### src/rtl/fsm1_sched_pkg.sv
// rtl/fsm1_sched_pkg.sv - shared types and defaults for the round-robin read scheduler
package fsm1_sched_pkg;

  localparam int NREQ_DEF    = 4;
  localparam int TIMEOUT_DEF = 15;

  typedef enum logic [2:0] {
    IDLE  = 3'd0,
    READ  = 3'd1,
    DLY   = 3'd2,
    DONE  = 3'd3,
    ABORT = 3'd4,
    XXX   = 'x
  } sched_e;

  // A single client still needs a 1-bit id field.
  function automatic int id_width(input int n);
    return (n > 1) ? $clog2(n) : 1;
  endfunction

endpackage

### src/rtl/fsm1_rr_sched_arbiter.sv
// rtl/fsm1_rr_sched_arbiter.sv - combinational round-robin pick: first set req at or after ptr
module rr_arbiter
  import fsm1_sched_pkg::*;
#(
  parameter  int NREQ = NREQ_DEF,
  localparam int IDW  = id_width(NREQ)
) (
  input  logic [NREQ-1:0] req,
  input  logic [IDW-1:0]  ptr,
  output logic [IDW-1:0]  win_id,
  output logic            any
);

  logic [NREQ-1:0] w_rot;
  logic [IDW:0]    w_sum;

  // Rotating by ptr turns "first at or after ptr" into "lowest set bit".
  always_comb begin
    w_rot  = NREQ'({req, req} >> ptr);
    w_sum  = '0;
    win_id = '0;
    any    = 1'b0;
    for (int k = 0; k < NREQ; k++) begin
      if (w_rot[k] && !any) begin
        any   = 1'b1;
        w_sum = {1'b0, ptr} + (IDW+1)'(k);
        if (w_sum >= (IDW+1)'(NREQ)) begin
          w_sum = w_sum - (IDW+1)'(NREQ);
        end
        win_id = w_sum[IDW-1:0];
      end
    end
  end

endmodule

### src/rtl/fsm1_rr_sched.sv
// rtl/fsm1_rr_sched.sv - round-robin scheduler sharing one rd/ds read engine among NREQ clients
module fsm1_rr_sched
  import fsm1_sched_pkg::*;
#(
  parameter  int NREQ    = NREQ_DEF,
  parameter  int TIMEOUT = TIMEOUT_DEF,
  localparam int IDW     = id_width(NREQ)
) (
  input  logic            clk,
  input  logic            rst_n,
  input  logic [NREQ-1:0] req,
  input  logic            ws,
  output logic [NREQ-1:0] gnt,
  output logic [IDW-1:0]  gnt_id,
  output logic            rd,
  output logic            ds,
  output logic [NREQ-1:0] done,
  output logic [NREQ-1:0] err,
  output logic            busy
);

  localparam int             WCW   = (TIMEOUT > 0) ? $clog2(TIMEOUT + 1) : 1;
  localparam logic [WCW-1:0] WLAST = (TIMEOUT > 0) ? WCW'(TIMEOUT - 1) : '0;

  sched_e          r_state;
  sched_e          w_next;
  logic [IDW-1:0]  r_owner;
  logic [IDW-1:0]  r_ptr;
  logic [WCW-1:0]  r_wcnt;
  logic [IDW-1:0]  w_win_id;
  logic            w_any;
  logic [IDW-1:0]  w_owner_nxt;
  logic [IDW-1:0]  w_ptr_nxt;
  logic [NREQ-1:0] w_owner_oh;
  logic            w_timeout;

  logic [NREQ-1:0] r_gnt;
  logic [IDW-1:0]  r_gnt_id;
  logic            r_rd;
  logic            r_ds;
  logic [NREQ-1:0] r_done;
  logic [NREQ-1:0] r_err;
  logic            r_busy;

  rr_arbiter #(.NREQ(NREQ)) u_arb (
    .req    (req),
    .ptr    (r_ptr),
    .win_id (w_win_id),
    .any    (w_any)
  );

  // Outputs decode from next state, so the owner must be the one being latched this edge.
  assign w_owner_nxt = (r_state == IDLE) ? w_win_id : r_owner;
  assign w_owner_oh  = NREQ'(1) << w_owner_nxt;
  assign w_ptr_nxt   = (w_owner_nxt == IDW'(NREQ - 1)) ? '0 : w_owner_nxt + 1'b1;
  assign w_timeout   = (TIMEOUT != 0) && (r_wcnt == WLAST);

  always_ff @(posedge clk or negedge rst_n) begin
    if (!rst_n) begin
      r_state <= IDLE;
    end else begin
      r_state <= w_next;
    end
  end

  always_comb begin
    w_next = r_state;
    case (r_state)
      IDLE:        w_next = w_any ? READ : IDLE;
      READ:        w_next = DLY;
      DLY: begin
        if (!ws)            w_next = DONE;
        else if (w_timeout) w_next = ABORT;
        else                w_next = READ;
      end
      DONE, ABORT: w_next = IDLE;
      default:     w_next = XXX;
    endcase
  end

  always_ff @(posedge clk or negedge rst_n) begin
    if (!rst_n) begin
      r_owner  <= '0;
      r_ptr    <= '0;
      r_wcnt   <= '0;
      r_gnt    <= '0;
      r_gnt_id <= '0;
      r_rd     <= 1'b0;
      r_ds     <= 1'b0;
      r_done   <= '0;
      r_err    <= '0;
      r_busy   <= 1'b0;
    end else begin
      if (r_state == IDLE && w_next == READ) begin
        r_owner <= w_win_id;
        r_wcnt  <= '0;
      end else if (r_state == DLY && w_next == READ) begin
        r_wcnt <= r_wcnt + 1'b1;
      end
      if (w_next == DONE || w_next == ABORT) begin
        r_ptr <= w_ptr_nxt;
      end

      r_gnt    <= '0;
      r_gnt_id <= '0;
      r_rd     <= 1'b0;
      r_ds     <= 1'b0;
      r_done   <= '0;
      r_err    <= '0;
      r_busy   <= 1'b0;
      case (w_next)
        IDLE: ;
        READ, DLY: begin
          r_gnt    <= w_owner_oh;
          r_gnt_id <= w_owner_nxt;
          r_rd     <= 1'b1;
          r_busy   <= 1'b1;
        end
        DONE: begin
          r_gnt    <= w_owner_oh;
          r_gnt_id <= w_owner_nxt;
          r_ds     <= 1'b1;
          r_done   <= w_owner_oh;
          r_busy   <= 1'b1;
        end
        ABORT: begin
          r_gnt    <= w_owner_oh;
          r_gnt_id <= w_owner_nxt;
          r_err    <= w_owner_oh;
          r_busy   <= 1'b1;
        end
        default: begin
          r_gnt    <= 'x;
          r_gnt_id <= 'x;
          r_rd     <= 1'bx;
          r_ds     <= 1'bx;
          r_done   <= 'x;
          r_err    <= 'x;
          r_busy   <= 1'bx;
        end
      endcase
    end
  end

  assign gnt    = r_gnt;
  assign gnt_id = r_gnt_id;
  assign rd     = r_rd;
  assign ds     = r_ds;
  assign done   = r_done;
  assign err    = r_err;
  assign busy   = r_busy;

endmodule

### config.mk
export PLATFORM = sky130hd
export DESIGN_NAME = fsm1_rr_sched
export DESIGN_NICKNAME = d
export VERILOG_FILES = /design/src/rtl/fsm1_sched_pkg.sv /design/src/rtl/fsm1_rr_sched_arbiter.sv /design/src/rtl/fsm1_rr_sched.sv
export SDC_FILE = /design/constraint.sdc
export NUM_CORES = 1
export LEC_CHECK = 0
export CAP_MARGIN = 0
export CORE_MARGIN = 2
export CORE_UTILIZATION = 50
export CTS_CLUSTER_SIZE = 14
export DETAILED_ROUTE_END_ITERATION = 12
export PLACE_DENSITY = 0.73
export SYNTH_ARGS = -nofsm -noshare
export SYNTH_HDL_FRONTEND = slang
export SYNTH_SLANG_ARGS = --single-unit
### constraint.sdc
create_clock -name clk -period 2.5 [get_ports clk]
set_input_delay 0.375 -clock clk [delete_from_list [all_inputs] [get_ports clk]]
set_output_delay 0.375 -clock clk [all_outputs]
set_load 0.01 [all_outputs]
Word-level counts from Yosys, hierarchy flattened
Index checks and enable logic that the tools add are counted.
- bits in registers: 28
- latch bits: 0
- RAM bits: 0
- ROM bits: 0
- output and inout bits: 17
- word-level logic and storage cells: 81
- memories kept: 0
- add/subtract/negate cells: 9
- $mul: 0
- div/mod/pow operators: 0
- magnitude comparators: 4
- equality and inequality tests: 10
- shift-type cells: 2
- multiplexer cells: 27
- bitwise gates (word level): 0
- reduce and logical (&&, ||, !) cells: 18
- operator list (operator ; number):
    case mux 4 bit (2 select lines) ; 3
    two-way mux 2 bit ; 10
    equality test 3 x 2 -> 1 bit (second input constant) ; 4
    case mux 3 bit (4 select lines) ; 1
    OR reduction 4 bit ; 3
    >= comparator 3 bit (second input constant) ; 3
    two-way mux 4 bit ; 2
    right shift 8 x 2 -> 4 bit ; 1
    subtractor 2 x 1 -> 2 bit (second input constant) ; 4
    adder 2 x 2 -> 3 bit (second input constant) ; 2
    equality test 3 x 1 -> 1 bit (second input constant) ; 2
    equality test 3 bit (second input constant) ; 2
    logical NOT 3 bit ; 2
    two-way mux 3 bit ; 2
    case mux 1 bit (2 select lines) ; 3
    logical AND 1 bit ; 5
    two-way mux 1 bit ; 5
    adder 4 x 1 -> 4 bit (second input constant) ; 1
    equality test 4 bit (second input constant) ; 1
    case mux 2 bit (2 select lines) ; 1
    OR reduction 2 bit ; 2
    left shift 1 x 2 -> 4 bit (first input constant) ; 1
    adder 2 x 1 -> 3 bit (second input constant) ; 1
    >= comparator 2 x 3 -> 1 bit (second input constant) ; 1
    6 further kinds ; 8

Depth between registers and ports, before layout
Gate-level depths: netlist of run 1.
- depth in word-level cells: 17
- mapped depth: 9
- mapped depth without buffers: 7

By module
From an unflattened synthesis of run 1, not the netlist that was laid out.
- cell total of the unflattened synthesis: 113
- area, all modules: 1282.5 um2
- modules (own cells, without submodules) (module ; times used ; cells each ; area each (um2)):
    fsm1_rr_sched ; 1 ; 101 ; 1208.7
    rr_arbiter ; 1 ; 12 ; 73.8

Worst setup path after synthesis of run 1
Ideal clock, no wire load.
- kind: reg-to-reg
- from: register r_state[0]
- to: register r_ptr[1]
- arrival time: 1968 ps
- setup slack: 408 ps
- cell stages (with the launch flop): 6
- path buffers: 1
- period minus slack after synthesis: 2092 ps
- cells stage by stage: dfrtp_1 > or3_1 > buf_2 > o41a_4 > ha_1 > mux2_2
- elaborated cells between the ends (all ways): 14
- classes of those cells: add/sub: 1; eq/ne: 7; mux: 3; reduce/logical: 3
- RTL lines (element ; RTL line ; RTL):
    start, declared ; fsm1_rr_sched.sv:25 ; sched_e r_state;
    start signal, assigned ; fsm1_rr_sched.sv:62 ; r_state <= w_next;
    logical NOT 3 bit (*) ; fsm1_rr_sched.sv:53 ; assign w_owner_nxt = (r_state == IDLE) ? w_win_id : r_owner;
    two-way mux 2 bit (*) ; fsm1_rr_sched.sv:53 ;
    adder 2 x 1 -> 2 bit or equality test 2 bit (tied branches) ; fsm1_rr_sched.sv:55 ; assign w_ptr_nxt = (w_owner_nxt == IDW'(NREQ - 1)) ? '0 : w_owner_nxt + 1'b1;
    two-way mux 2 bit (*) ; fsm1_rr_sched.sv:55 ;
    named net w_ptr_nxt[1] ; fsm1_rr_sched.sv:33 ; logic [IDW-1:0] w_ptr_nxt;
    end signal, assigned ; fsm1_rr_sched.sv:101 ; r_ptr <= w_ptr_nxt;
    end, declared ; fsm1_rr_sched.sv:28 ; logic [IDW-1:0] r_ptr;
Mark *: on every way through the listed nets, which the timed path passes. The rest lies on a longest branch.
A chain may end at the register's enable or synchronous reset.

Worst setup path after layout of run 1
Same ends and word-level chain as after synthesis.

==> results of run 1 <==
-- routing by layer --
layer | vias to the layer above | part of all wire (%) | wire length [um] | GRT usage [%]
met4 | 0 | 0.98 | 24 | 7.50
met3 | 4 | 5.7 | 139 | 2.46
met5 | - | 0 | 0 | 0
met1 | 469 | 43 | 1070 | 23.7
li1 | 459 | - | - | -
met2 | 35 | 50 | 1230 | 34.7
-- power breakdown --
part	total, W	internal (W)	switching [W]
sequential	0.000637	0.000577	0.0000595
combinational	0.000771	0.000376	0.000395
clock	0.000171	0.0000563	0.000115
-- cells by family (layout without fill, tap and decap cells) --
kind of cell,count (synthesis),after routing
adders and majority gates,6,6
AOI/OAI and AO/OA,23,23
muxes,1,1
and+or+nand+nor,48,48
DFF,28,28
buffers and inverters,10,38
-- synth_stat cells, types with 2 or more instances --
cell	n	area, um2
and3_1	4	25.0
a31oi_1	2	12.5
a21o_1	3	22.5
nand2_1	8	30.0
nor3_1	2	10.0
ha_1	6	75.1
inv_1	7	26.3
nor2_1	5	18.8
o21ai_0	4	20.0
dfrtp_1	28	701
nand2b_1	6	37.5
nand3_1	4	20.0
a21oi_1	5	25.0
nand3b_1	3	22.5
and2_1	8	50.1
-- sequential cells by signal, indices dropped and copies added, names as in the netlist --
name	flops
done	4
gnt_id	2
gnt	4
r_wcnt	4
r_state	3
r_owner	2
rd	1
ds	1
r_ptr	2
busy	1
err	4
-- per-stage QoR --
| stage | utilization (%) | setup WS (ns) | hold slack [ns] | instances | total power [W] |
|---|---|---|---|---|---|
| after floorplan | - | 0.408 | 0.0794 | 116 | 0.00112 |
| after global placement | 64.1 | 0.236 | 0.462 | 171 | 0.00139 |
| after detailed placement | 64.1 | 0.161 | 0.470 | 171 | 0.00142 |
| after CTS | 65.0 | 0.365 | 0.421 | 174 | 0.00160 |
| after global routing | 65.0 | 0.331 | 0.447 | 174 | 0.00171 |
| final | 65.0 | 0.377 | 0.416 | 174 | 0.00158 |
-- area by class of cell --
| type | count | area (um2) |
|---|---|---|
| repair buffers | 28 | 268 |
| inverters | 7 | 26.3 |
| well taps | 30 | 37.5 |
| flip-flops and latches | 28 | 701 |
| clock buffers | 3 | 22.5 |
| multi-input cells | 78 | 542 |
| fillers | 203 | 858 |
-- worst max path at each step --
stage,depth (start not counted),endpoint,start
final,4,r_ptr[1]$_DFFE_PN0P_,r_state[0]$_DFF_PN0_
after global routing,4,r_ptr[1]$_DFFE_PN0P_,r_state[0]$_DFF_PN0_
after CTS,4,r_ptr[1]$_DFFE_PN0P_,r_state[0]$_DFF_PN0_
after detailed placement,6,r_ptr[1]$_DFFE_PN0P_,req[3]
after global placement,6,r_ptr[1]$_DFFE_PN0P_,req[3]
after floorplan,5,r_ptr[1]$_DFFE_PN0P_,r_state[0]$_DFF_PN0_
-- worst max-delay path: stages, from the launching register on --
cell and delay [ns]:
dfrtp_1 0.40, or3_1 0.51, o41a_4 0.55, ha_1 0.30, mux2_2 0.26
==> flow_summary_export.csv, run 1 <==
group,metric,value,unit
sta,fmax,471,MHz
placed_design,dpl.hpwl,1.83,mm
sta,fin_crit_sh,84.9,%
final_layout,final_common_cell,"dfrtp_1",
detailed_routing,wire_per_inst,14.1,um
yosys,synth-xor-area-share,0,%
yosys,synth_compound_area_share,13.7,%
yosys,syn-num-nets,129,
sta,slew_headroom,58.0,%
yosys,yosys_warnings,0,
worst_setup_path,worstReg2RegStart,"r_state[0]$_DFF_PN0_",
yosys,yosys.area_share.simple,21.9,%
detailed_routing,first_pass_iters,4,
hold_path,hold_class,"input port to asynchronous set/reset pin",
yosys,synth_top_family_by_area,"simple AND/OR/NAND/NOR gates",
floorplan,coreArea,2450,um2
outcome,status,"completed",
sta,worstMarginPinSlew,0.629,ns
cts,htreeDepth,1,
placed_design,dpl_cell_area,1570,um2
cts,path_clk_slew,0.13,ns
global_route,grt_pass1_vias,878,
final_layout,final_cell_mix,"dfrtp_1 (28), clkdlybuf4s50_1 (23), nand2_1 (8), and2_1 (8), inv_1 (7)",
detailed_routing,via_per_inst,5.56,
yosys,netlist_instances,116,
pwr,leakagePower,0.750,nW
yosys,ys_types,36,
worst_setup_path,r2r_end,"r_ptr[1]$_DFFE_PN0P_",
worst_setup_path,reg2reg_slack,0.38,ns
global_route,antenna_found_initial,0,
detailed_routing,post-route-drc-count,0,
placed_design,place_congestion,0.750,
cts,root_buffer,"clkbuf_4",
global_route,track_usage,19.5,%
cts,cts_tree,"built",
yosys,async_flop_share,100,%
cts,postCtsHoldBufs,0,
cts,insertion_delay,0.31,ns
detailed_routing,wirelength,2.46,mm
worst_setup_path,cp.arrival,2.33,ns
sta,drv_slew,0,
yosys,synth_mux_area_share,0.878,%
yosys,synthAdderAreaFrac,5.85,%
pwr,ir_drop,626,uV
final_layout,insertedDiodeCount,0,
global_route,grt_max_degree,29,
sta,fin_tns_setup,0,ns
cts,cts.sinks,28,
floorplan,rows,18,
final_layout,syn_to_final_growth,24.5,%
floorplan,pin_count,24,
cts,cts_resized,0,
placed_design,io_buffers,23,
detailed_routing,via_count,967,
detailed_routing,ant_nets,0,
yosys,syn_area_per_cell,11.1,um2
sta,grt_setup_unrepaired,"false",
final_layout,final_nets,159,
cts,cts_buffers,3,
cts,cts_setup_buffers,0,
worst_setup_path,reg2regPathDepth,4,
floorplan,die_h,54.6,um
sta,hold_viol_final,0,
yosys,synth_edf_count,0,
yosys,synth_seq_cells,28,
detailed_routing,drt-initial-drc-count,30,
worst_setup_path,critPathRequiredTime,2.71,ns
yosys,synth_ff_type,"dfrtp_1",
worst_setup_path,cp_max_fo,8,
yosys,ys_seq_area_share,54.6,%
floorplan,dieArea,2990,um2
sta,period_needed,2.12,ns
yosys,synth_area,1280,um2
worst_setup_path,start_kind,"flip-flop",
global_route,grt_pass1_wl,4.00,mm
final_layout,drive_above_1_share,9.72,%
sta,clock_skew,0.00543,ns
floorplan,die_w,54.6,um
floorplan,initial_core_util,52.2,%
global_route,grt_overflow,0,
flow_run,max-cap-violations,0,
cts,clk_path_buf_depth,2,
pwr,power.density,989,nW/um2
worst_setup_path,worstSetupEndpointType,"flip-flop",
final_layout,design_area,1600,um2
sta,setup-violations-final,0,
worst_setup_path,worst-setup-path-type,"flip-flop to flip-flop",
Note: power is estimated with default switching activity, not from simulation.
==> run 2: changes to the inputs <==
==> constraint.sdc (replaced) <==
create_clock -name clk -period 2.2 [get_ports clk]
set_input_delay 0.33 -clock clk [delete_from_list [all_inputs] [get_ports clk]]
set_output_delay 0.33 -clock clk [all_outputs]
set_load 0.01 [all_outputs]
==> run 2 against run 1 <==
Against the previous run: fmax is 1.9% higher; cell count grew 2.3%; hold slack got worse by 0.0014 ns; critical path depth grew 4; global-route usage is 0.66 points lower; clock power up 13%; first-iteration DRC count is 43% lower; register-to-register slack worse by 0.26 ns.
==> flow_summary_export.csv, run 2 (same netlist as run 1, synthesis figures left out) <==
group,metric,value,unit
cts,cts_buffers,3,
final_layout,drive_above_1_share,12.2,%
global_route,grt_max_degree,29,
floorplan,dieArea,2990,um2
sta,fin_crit_sh,94.7,%
detailed_routing,drt-initial-drc-count,17,
worst_setup_path,cp_max_fo,5,
final_layout,final_nets,163,
cts,cts.sinks,28,
pwr,power.density,1140,nW/um2
flow_run,max-cap-violations,0,
worst_setup_path,cp.arrival,2.33,ns
floorplan,die_h,54.6,um
detailed_routing,via_count,957,
floorplan,coreArea,2450,um2
final_layout,final_common_cell,"dfrtp_1",
cts,cts_setup_buffers,0,
worst_setup_path,reg2reg_slack,0.12,ns
sta,hold_viol_final,0,
sta,worstMarginPinSlew,0.404,ns
sta,hold_slack,0.415,ns
floorplan,initial_core_util,52.2,%
sta,setup-violations-final,0,
sta,fmax,480,MHz
detailed_routing,first_pass_iters,4,
global_route,grt_pass1_vias,874,
floorplan,pin_count,24,
floorplan,die_w,54.6,um
worst_setup_path,start_kind,"flip-flop",
detailed_routing,post-route-drc-count,0,
cts,cts_resized,0,
outcome,status,"completed",
detailed_routing,wire_per_inst,14.1,um
worst_setup_path,critPathRequiredTime,2.45,ns
cts,cts_tree,"built",
placed_design,io_buffers,23,
global_route,grt_pass1_wl,3.88,mm
cts,clk_path_buf_depth,2,
detailed_routing,ant_nets,0,
pwr,ir_drop,900,uV
final_layout,fin_cells,178,
worst_setup_path,reg2regPathDepth,8,
final_layout,insertedDiodeCount,0,
hold_path,hold_class,"input port to asynchronous set/reset pin",
cts,postCtsHoldBufs,0,
placed_design,dp_cells,175,
global_route,grt_overflow,0,
cts,insertion_delay,0.31,ns
global_route,track_usage,18.8,%
placed_design,dpl.hpwl,1.94,mm
final_layout,fillers,198,
sta,grt_setup_unrepaired,"false",
sta,drv_slew,0,
floorplan,rows,18,
pwr,leakagePower,0.769,nW
worst_setup_path,r2r_end,"r_ptr[0]$_DFFE_PN0P_",
final_layout,finish.utilization,66.3,%
global_route,antenna_found_initial,0,
placed_design,place_congestion,0.746,
final_layout,syn_to_final_growth,26.8,%
worst_setup_path,worst-setup-path-type,"flip-flop to flip-flop",
final_layout,final_cell_mix,"dfrtp_1 (28), clkdlybuf4s50_1 (23), buf_4 (9)",
sta,slew_headroom,72.8,%
cts,htreeDepth,1,
worst_setup_path,worstSetupEndpointType,"flip-flop",
detailed_routing,wirelength,2.51,mm
worst_setup_path,worstReg2RegStart,"r_state[0]$_DFF_PN0_",
cts,path_clk_slew,0.13,ns
sta,period_needed,2.08,ns
detailed_routing,via_per_inst,5.38,
sta,clock_skew,0.00498,ns
cts,root_buffer,"clkbuf_4",
## run 2: area by class of cell
type | count | area (um2) | share of cell area, %
flip-flops and latches | 28 | 701 | 43.1
multi-input cells | 78 | 542 | 33.3
repair buffers | 32 | 298 | 18.3
well taps | 30 | 37.5 | 2.31
inverters | 7 | 26.3 | 1.62
clock buffers | 3 | 22.5 | 1.38
## run 2: power breakdown
part | total, W | switching [W] | internal, W
Combinational | 0.000942 | 0.000463 | 0.000479
Clock | 0.000194 | 0.000130 | 0.0000639
Sequential | 0.000720 | 0.0000643 | 0.000656
Total | 0.00186 | 0.000658 | 0.00120
## run 2: worst max path at each step
| stage | startpoint | slack, ns | to | cells past startpoint |
|---|---|---|---|---|
| detailed placement | req[3] | -0.11 | r_ptr[1]$_DFFE_PN0P_ | 6 |
| global placement | req[3] | -0.007 | r_ptr[1]$_DFFE_PN0P_ | 6 |
| floorplan | r_state[0]$_DFF_PN0_ | 0.11 | r_ptr[1]$_DFFE_PN0P_ | 5 |
| finish | r_state[0]$_DFF_PN0_ | 0.12 | r_ptr[0]$_DFFE_PN0P_ | 8 |
| global route | r_state[0]$_DFF_PN0_ | 0.04 | r_ptr[0]$_DFFE_PN0P_ | 8 |
| CTS | r_state[0]$_DFF_PN0_ | 0.11 | r_ptr[0]$_DFFE_PN0P_ | 8 |
## run 2: layer usage
layer	global-route usage (%)	vias up	share of wire, %
li1	-	469	-
met1	21.9	458	42
met2	33.1	26	52
met3	2.73	4	4.1
met4	10.0	0	1.7
met5	0	-	0
## run 2: per-stage QoR
stage                     setup TNS (ns)  instance area, um2  power [W]  worst slack [ns]
after global routing                   0                1630    0.00199            0.0416
final                                  0                1630    0.00186             0.117
after global placement          -0.00711                1600    0.00164          -0.00711
after detailed placement          -0.323                1600    0.00168            -0.108
after floorplan                        0                1280    0.00127             0.108
after CTS                              0                1630    0.00187             0.107
## run 2: worst max-delay path, cell delays in order, from the launching register on
cell and delay (ns):
dfrtp_1 0.40, or3_1 0.49, buf_4 0.20, nand2_1 0.07, o31a_1 0.20, inv_1 0.09
ha_1 0.23, a211oi_1 0.23, o2bb2ai_2 0.13
